<file path="src/rtl/timer_pkg.sv">
// Shared definitions for the BCD countdown timer: FSM states, digit
// moduli and the helper that maps a digit position to its modulus.
package timer_pkg;

    localparam int DIGIT_W    = 4;
    localparam int NUM_DIGITS = 8;
    localparam int MOD_DEC    = 10;
    localparam int MOD_SEX    = 6;

    typedef enum logic [1:0] {
        ST_IDLE  = 2'd0,
        ST_RUN   = 2'd1,
        ST_PAUSE = 2'd2,
        ST_DONE  = 2'd3
    } state_t;

    // Digit order is least significant first: sec_3, sec_2, sec_1, sec_0,
    // min_1, min_0, hr_1, hr_0. The tens-of-seconds and tens-of-minutes
    // positions are base 6; every other position is base 10.
    function automatic int digit_mod(input int idx);
        return ((idx == 3) || (idx == 5)) ? MOD_SEX : MOD_DEC;
    endfunction

endpackage

</file>
<file path="src/rtl/bcd_down_counter.sv">
// One BCD down-counting digit with parallel load and a combinational
// borrow chain, so a whole cascade settles within a single clock.
module bcd_down_counter
    import timer_pkg::*;
#(
    parameter int MOD = 10
) (
    input  logic               i_clk,
    input  logic               i_sclr,
    input  logic               i_load,
    input  logic [DIGIT_W-1:0] i_din,
    input  logic               i_bin,
    output logic [DIGIT_W-1:0] o_cnt,
    output logic               o_bout
);

    localparam logic [DIGIT_W-1:0] TOP = DIGIT_W'(MOD - 1);

    logic [DIGIT_W-1:0] cnt_q;
    logic [DIGIT_W-1:0] cnt_d;

    // Load has precedence; a borrow from zero wraps to the top of the digit.
    always_comb begin
        cnt_d = cnt_q;
        if (i_load) begin
            cnt_d = i_din;
        end else if (i_bin) begin
            cnt_d = (cnt_q == '0) ? TOP : cnt_q - DIGIT_W'(1);
        end
    end

    // Digit register with synchronous clear.
    always_ff @(posedge i_clk) begin
        if (i_sclr) begin
            cnt_q <= '0;
        end else begin
            cnt_q <= cnt_d;
        end
    end

    assign o_cnt  = cnt_q;
    assign o_bout = i_bin & (cnt_q == '0);

endmodule

</file>
<file path="src/rtl/countdown_timer.sv">
// Loadable HH:MM:SS.cc countdown timer: prescaler to a 100 Hz tick, a
// cascade of eight BCD down-counters, preset validation and a run FSM.
module countdown_timer
    import timer_pkg::*;
#(
    parameter int MODULUS = 500000,
    parameter int TICK_W  = 19
) (
    input  logic         i_clk,
    input  logic         i_sclr,
    input  logic         i_load,
    input  logic         i_start,
    input  logic         i_pause,
    input  logic [3:0]   i_pre_sec_3,
    input  logic [3:0]   i_pre_sec_2,
    input  logic [3:0]   i_pre_sec_1,
    input  logic [3:0]   i_pre_sec_0,
    input  logic [3:0]   i_pre_min_1,
    input  logic [3:0]   i_pre_min_0,
    input  logic [3:0]   i_pre_hr_1,
    input  logic [3:0]   i_pre_hr_0,
    output logic [3:0]   o_sec_3,
    output logic [3:0]   o_sec_2,
    output logic [3:0]   o_sec_1,
    output logic [3:0]   o_sec_0,
    output logic [3:0]   o_min_1,
    output logic [3:0]   o_min_0,
    output logic [3:0]   o_hr_1,
    output logic [3:0]   o_hr_0,
    output logic         o_running,
    output logic         o_done,
    output logic         o_expired,
    output logic         o_load_err
);

    localparam logic [TICK_W-1:0] PRESC_MAX = TICK_W'(MODULUS - 1);

    state_t              state_q, state_d;
    logic [TICK_W-1:0]   presc_q, presc_d;
    logic                done_q, done_d;
    logic                load_err_q, load_err_d;

    logic [DIGIT_W-1:0]  pre_dig [NUM_DIGITS];
    logic [DIGIT_W-1:0]  cnt_dig [NUM_DIGITS];
    logic [NUM_DIGITS:0] borrow;
    logic                dig_load;
    logic                tick;
    logic                preset_valid;
    logic                digits_zero;
    logic                last_count;
    logic                unused_final_borrow;

    assign pre_dig[0] = i_pre_sec_3;
    assign pre_dig[1] = i_pre_sec_2;
    assign pre_dig[2] = i_pre_sec_1;
    assign pre_dig[3] = i_pre_sec_0;
    assign pre_dig[4] = i_pre_min_1;
    assign pre_dig[5] = i_pre_min_0;
    assign pre_dig[6] = i_pre_hr_1;
    assign pre_dig[7] = i_pre_hr_0;

    assign borrow[0] = tick;

    genvar gi;
    generate
        for (gi = 0; gi < NUM_DIGITS; gi++) begin : g_digit
            bcd_down_counter #(
                .MOD (digit_mod(gi))
            ) u_digit (
                .i_clk  (i_clk),
                .i_sclr (i_sclr),
                .i_load (dig_load),
                .i_din  (pre_dig[gi]),
                .i_bin  (borrow[gi]),
                .o_cnt  (cnt_dig[gi]),
                .o_bout (borrow[gi+1])
            );
        end
    endgenerate

    // The timer never ticks from all-zero, so a borrow out of hr_0 cannot occur.
    assign unused_final_borrow = borrow[NUM_DIGITS];

    // Preset check, zero detect, and detect of the last remaining count (.01).
    always_comb begin
        preset_valid = 1'b1;
        digits_zero  = 1'b1;
        last_count   = (cnt_dig[0] == DIGIT_W'(1));
        for (int i = 0; i < NUM_DIGITS; i++) begin
            if (pre_dig[i] > DIGIT_W'(digit_mod(i) - 1)) begin
                preset_valid = 1'b0;
            end
            if (cnt_dig[i] != '0) begin
                digits_zero = 1'b0;
            end
            if ((i != 0) && (cnt_dig[i] != '0)) begin
                last_count = 1'b0;
            end
        end
    end

    // Next-state, prescaler and pulse logic; priority load > pause > start.
    // A load during RUN is treated as absent so the remaining controls still apply.
    always_comb begin
        state_d    = state_q;
        presc_d    = presc_q;
        done_d     = 1'b0;
        load_err_d = 1'b0;
        dig_load   = 1'b0;
        tick       = 1'b0;
        if (i_load && (state_q != ST_RUN)) begin
            if (preset_valid) begin
                dig_load = 1'b1;
                presc_d  = '0;
                state_d  = ST_IDLE;
            end else begin
                load_err_d = 1'b1;
            end
        end else if (i_pause && (state_q == ST_RUN)) begin
            state_d = ST_PAUSE;
        end else if (i_start && (state_q == ST_IDLE)) begin
            if (digits_zero) begin
                state_d = ST_DONE;
                done_d  = 1'b1;
            end else begin
                state_d = ST_RUN;
                presc_d = '0;
            end
        end else if (i_start && (state_q == ST_PAUSE)) begin
            state_d = ST_RUN;
        end else if (state_q == ST_RUN) begin
            if (presc_q == PRESC_MAX) begin
                tick    = 1'b1;
                presc_d = '0;
                if (last_count) begin
                    state_d = ST_DONE;
                    done_d  = 1'b1;
                end
            end else begin
                presc_d = presc_q + TICK_W'(1);
            end
        end
    end

    // State, prescaler and pulse registers.
    always_ff @(posedge i_clk) begin
        if (i_sclr) begin
            state_q    <= ST_IDLE;
            presc_q    <= '0;
            done_q     <= 1'b0;
            load_err_q <= 1'b0;
        end else begin
            state_q    <= state_d;
            presc_q    <= presc_d;
            done_q     <= done_d;
            load_err_q <= load_err_d;
        end
    end

    assign o_sec_3    = cnt_dig[0];
    assign o_sec_2    = cnt_dig[1];
    assign o_sec_1    = cnt_dig[2];
    assign o_sec_0    = cnt_dig[3];
    assign o_min_1    = cnt_dig[4];
    assign o_min_0    = cnt_dig[5];
    assign o_hr_1     = cnt_dig[6];
    assign o_hr_0     = cnt_dig[7];
    assign o_running  = (state_q == ST_RUN);
    assign o_expired  = (state_q == ST_DONE);
    assign o_done     = done_q;
    assign o_load_err = load_err_q;

endmodule

</file>
<file path="config.mk">
export PLATFORM = sky130hd
export DESIGN_NAME = countdown_timer
export DESIGN_NICKNAME = d
export VERILOG_FILES = /design/src/rtl/timer_pkg.sv /design/src/rtl/bcd_down_counter.sv /design/src/rtl/countdown_timer.sv
export SDC_FILE = /design/constraint.sdc
export NUM_CORES = 1
export LEC_CHECK = 0
export CAP_MARGIN = 15
export CELL_PAD_IN_SITES_DETAIL_PLACEMENT = 1
export CELL_PAD_IN_SITES_GLOBAL_PLACEMENT = 1
export CORE_MARGIN = 5
export CORE_UTILIZATION = 37
export DETAILED_ROUTE_END_ITERATION = 10
export PLACE_DENSITY_LB_ADDON = 0.12
export SLEW_MARGIN = 0
export SYNTH_ARGS = -nofsm -noshare
export SYNTH_HDL_FRONTEND = slang
export SYNTH_SLANG_ARGS = --single-unit
</file>
<file path="constraint.sdc">
create_clock -name i_clk -period 3.1 [get_ports i_clk]
set_clock_uncertainty 0.1 [all_clocks]
set_input_delay 0.465 -clock i_clk [delete_from_list [all_inputs] [get_ports i_clk]]
set_output_delay 0.465 -clock i_clk [all_outputs]
set_load 0.01 [all_outputs]
</file>
==> run metrics <==
run status finished clean; DR vias 3519; Yosys reg bits 55; Synth Cell Area 0.003201 sq mm; Die Area 0.01061 sq mm; Mapped Avg Cell Area 7.981 sq um; EDFF count, synth 0; crit-path max FO 9; post-layout power 1326 uW; Startpoint Class flop; layout cells sized above 1 0.09524; min Tclk post-route 2.840 ns; clk buf depth 2; WP data required 3.22 ns; Slew headroom 0.2861; Peak Freq 352.1 MHz; vias in the first global route 3487; Yosys Warn Count 0; crit path capture type flop; Synth area leaders dfxtp_1 (34%), nor2_1 (7.4%), o21ai_0 (3.4%); CTS H-tree lvls 2; final hold vios 0; Worst IR Drop VDD 0.1802 mV; Final HPWL DP 8171 um; area grow syn2layout 32.29%; die height 103.0 um; clk root buf clkbuf_8; Die Wd 103.0 um; CTS Sinks 55; Setup Fix Bufs, Post-CTS 0; # IOs 73; Critical Path AT 2.96 ns; cell taking the most area after synthesis dfxtp_1; Leakage 0.001418 uW; TritonCTS Buffers 5; Remaining Overflow, GRT 0; period utilization 0.9162; Gates resized, CTS repair 0; Pins Over Slew Limit 0; Mapped Nets 439; IO buf count 72; DRC violations left 0; CTS tree done; clock slew at reported path FFs 0.10 ns; post-DR wirelength/cell 18.38 um; setup total negative slack 0 ns; Initial Utilization 0.3725; Post-synth ARST share 0; Synth top area share 0.3440; Final ANT Viol Nets 0; largest net degree at the start of global routing 54; placed cell areas 0.004149 sq mm; Routed Wire Length 10860 um; Final setup viols 0; Min-Delay Path Class reg2reg; worst skew pair latency 0.31 ns; initial antenna violation count 0; GRT Total Usage 0.2075; Core Area 0.008593 sq mm; transition time of the tightest slew-check pin 1.069 ns; 1st-iter DRT viols 101; most instantiated cells after synthesis nor2_1 (63), dfxtp_1 (55), nand2_1 (23), o21ai_0 (22), nand3_1 (19); Final Cell Area 0.004234 sq mm; first-pass GRT wire length 17660 um; row cnt 34; hold buffer count at cts 0; post-synthesis sequential area ratio 0.3440; DR pass1 iterations 6; Cell Pwr Density 313.3 mW/mm^2; diode count 0; Synth Flop Type dfxtp_1; Synth cell types 65; RSZ-0062 raised after global routing false; max-cap violations 0; vias per cell 5.954; Min Hold Slack 0.4075 ns; final core utilization 0.4927; CP Class reg2reg; Post-Synthesis Cells 401; Placer Congestion 0.8109; leading cell type by number of instances after synthesis nor2_1; Final #Nets 520
==> path summary, 6_finish.rpt <==
check,from,end,slack (ns),depth (start not counted)
setup / recovery,g_digit[4].u_digit.o_cnt[3],presc_q[10],0.26,8
hold reg to reg,presc_q[1],presc_q[1],0.41,2
hold / removal,presc_q[1],presc_q[1],0.41,2
setup reg to reg,g_digit[4].u_digit.o_cnt[3],presc_q[10],0.26,8
==> cell usage in the layout (no fill, tap or decap), types with 10 or more instances in the layout <==
| master | count |
|---|---|
| a211oi_1 | 13 |
| dfxtp_1 | 55 |
| a311oi_1 | 10 |
| a21oi_1 | 18 |
| buf_4 | 21 |
| or3_1 | 11 |
| clkdlybuf4s50_1 | 71 |
| nor3_1 | 17 |
| nand2_1 | 23 |
| nor2_1 | 63 |
| nand3_1 | 18 |
| o21ai_0 | 22 |
==> cell type report <==
| class | instances | area, sq um |
|---|---|---|
| Inverter | 6 | 22.52 |
| Sequential cell | 55 | 1101 |
| Clock buffer | 6 | 72.57 |
| Timing Repair Buffer | 94 | 893.4 |
| Fill cell | 1052 | 4359 |
| Clock inverter | 2 | 12.51 |
| Tap cell | 108 | 135.1 |
| Multi-Input combinational cell | 320 | 1997 |
==> layer usage <==
metal | share of wire | global-route usage | vias up
met4 | 0.010 | 0.04382 | 0
met1 | 0.49 | 0.2958 | 1719
met5 | 0 | 0 | -
li1 | - | - | 1713
met2 | 0.45 | 0.3296 | 78
met3 | 0.049 | 0.03451 | 9
==> per-stage QoR <==
| step | setup slack, ns | cells |
|---|---|---|
| floorplan | 0.6097 | 401 |
| global placement | 0.2645 | 583 |
| detailed placement | 0.1513 | 583 |
| CTS | 0.2522 | 591 |
| global route | 0.06441 | 591 |
| finish | 0.2596 | 591 |
==> sequential cells by signal, indices dropped and copies added (netlist names) <==
signal / flops
state_q: 2
o_done: 1
presc_q: 19
g_digit.u_digit.o_cnt: 32
o_load_err: 1
==> report_power, final <==
part | switching [uW] | internal, uW | total [uW]
sequential | 6.81 | 713 | 720
clock | 246 | 159 | 405
combinational | 106 | 96.1 | 202
total | 358 | 968 | 1330
==> cells by family (layout without fill, tap and decap cells) <==
| family | Yosys count | after routing | synth area share |
|---|---|---|---|
| muxes | 2 | 2 | 0.006255 |
| xor gates and xnor gates | 7 | 7 | 0.01916 |
| buffers and inverters | 26 | 108 | 0.03362 |
| adders and majority gates | 1 | 1 | 0.003909 |
| and+or+nand+nor | 195 | 195 | 0.3362 |
| DFF | 55 | 55 | 0.3440 |
| AOI/OAI and AO/OA | 115 | 115 | 0.2568 |
==> critical path, stage by stage, from the launching register on <==
cell     delay (ns)
dfxtp_1        0.37
or4_1          0.61
nor4_2         0.38
a41oi_1        0.25
o21ai_1        0.31
buf_4          0.24
nor2_1         0.06
buf_4          0.21
a32o_1         0.21
No activity file was read; power rests on OpenSTA's default activity.
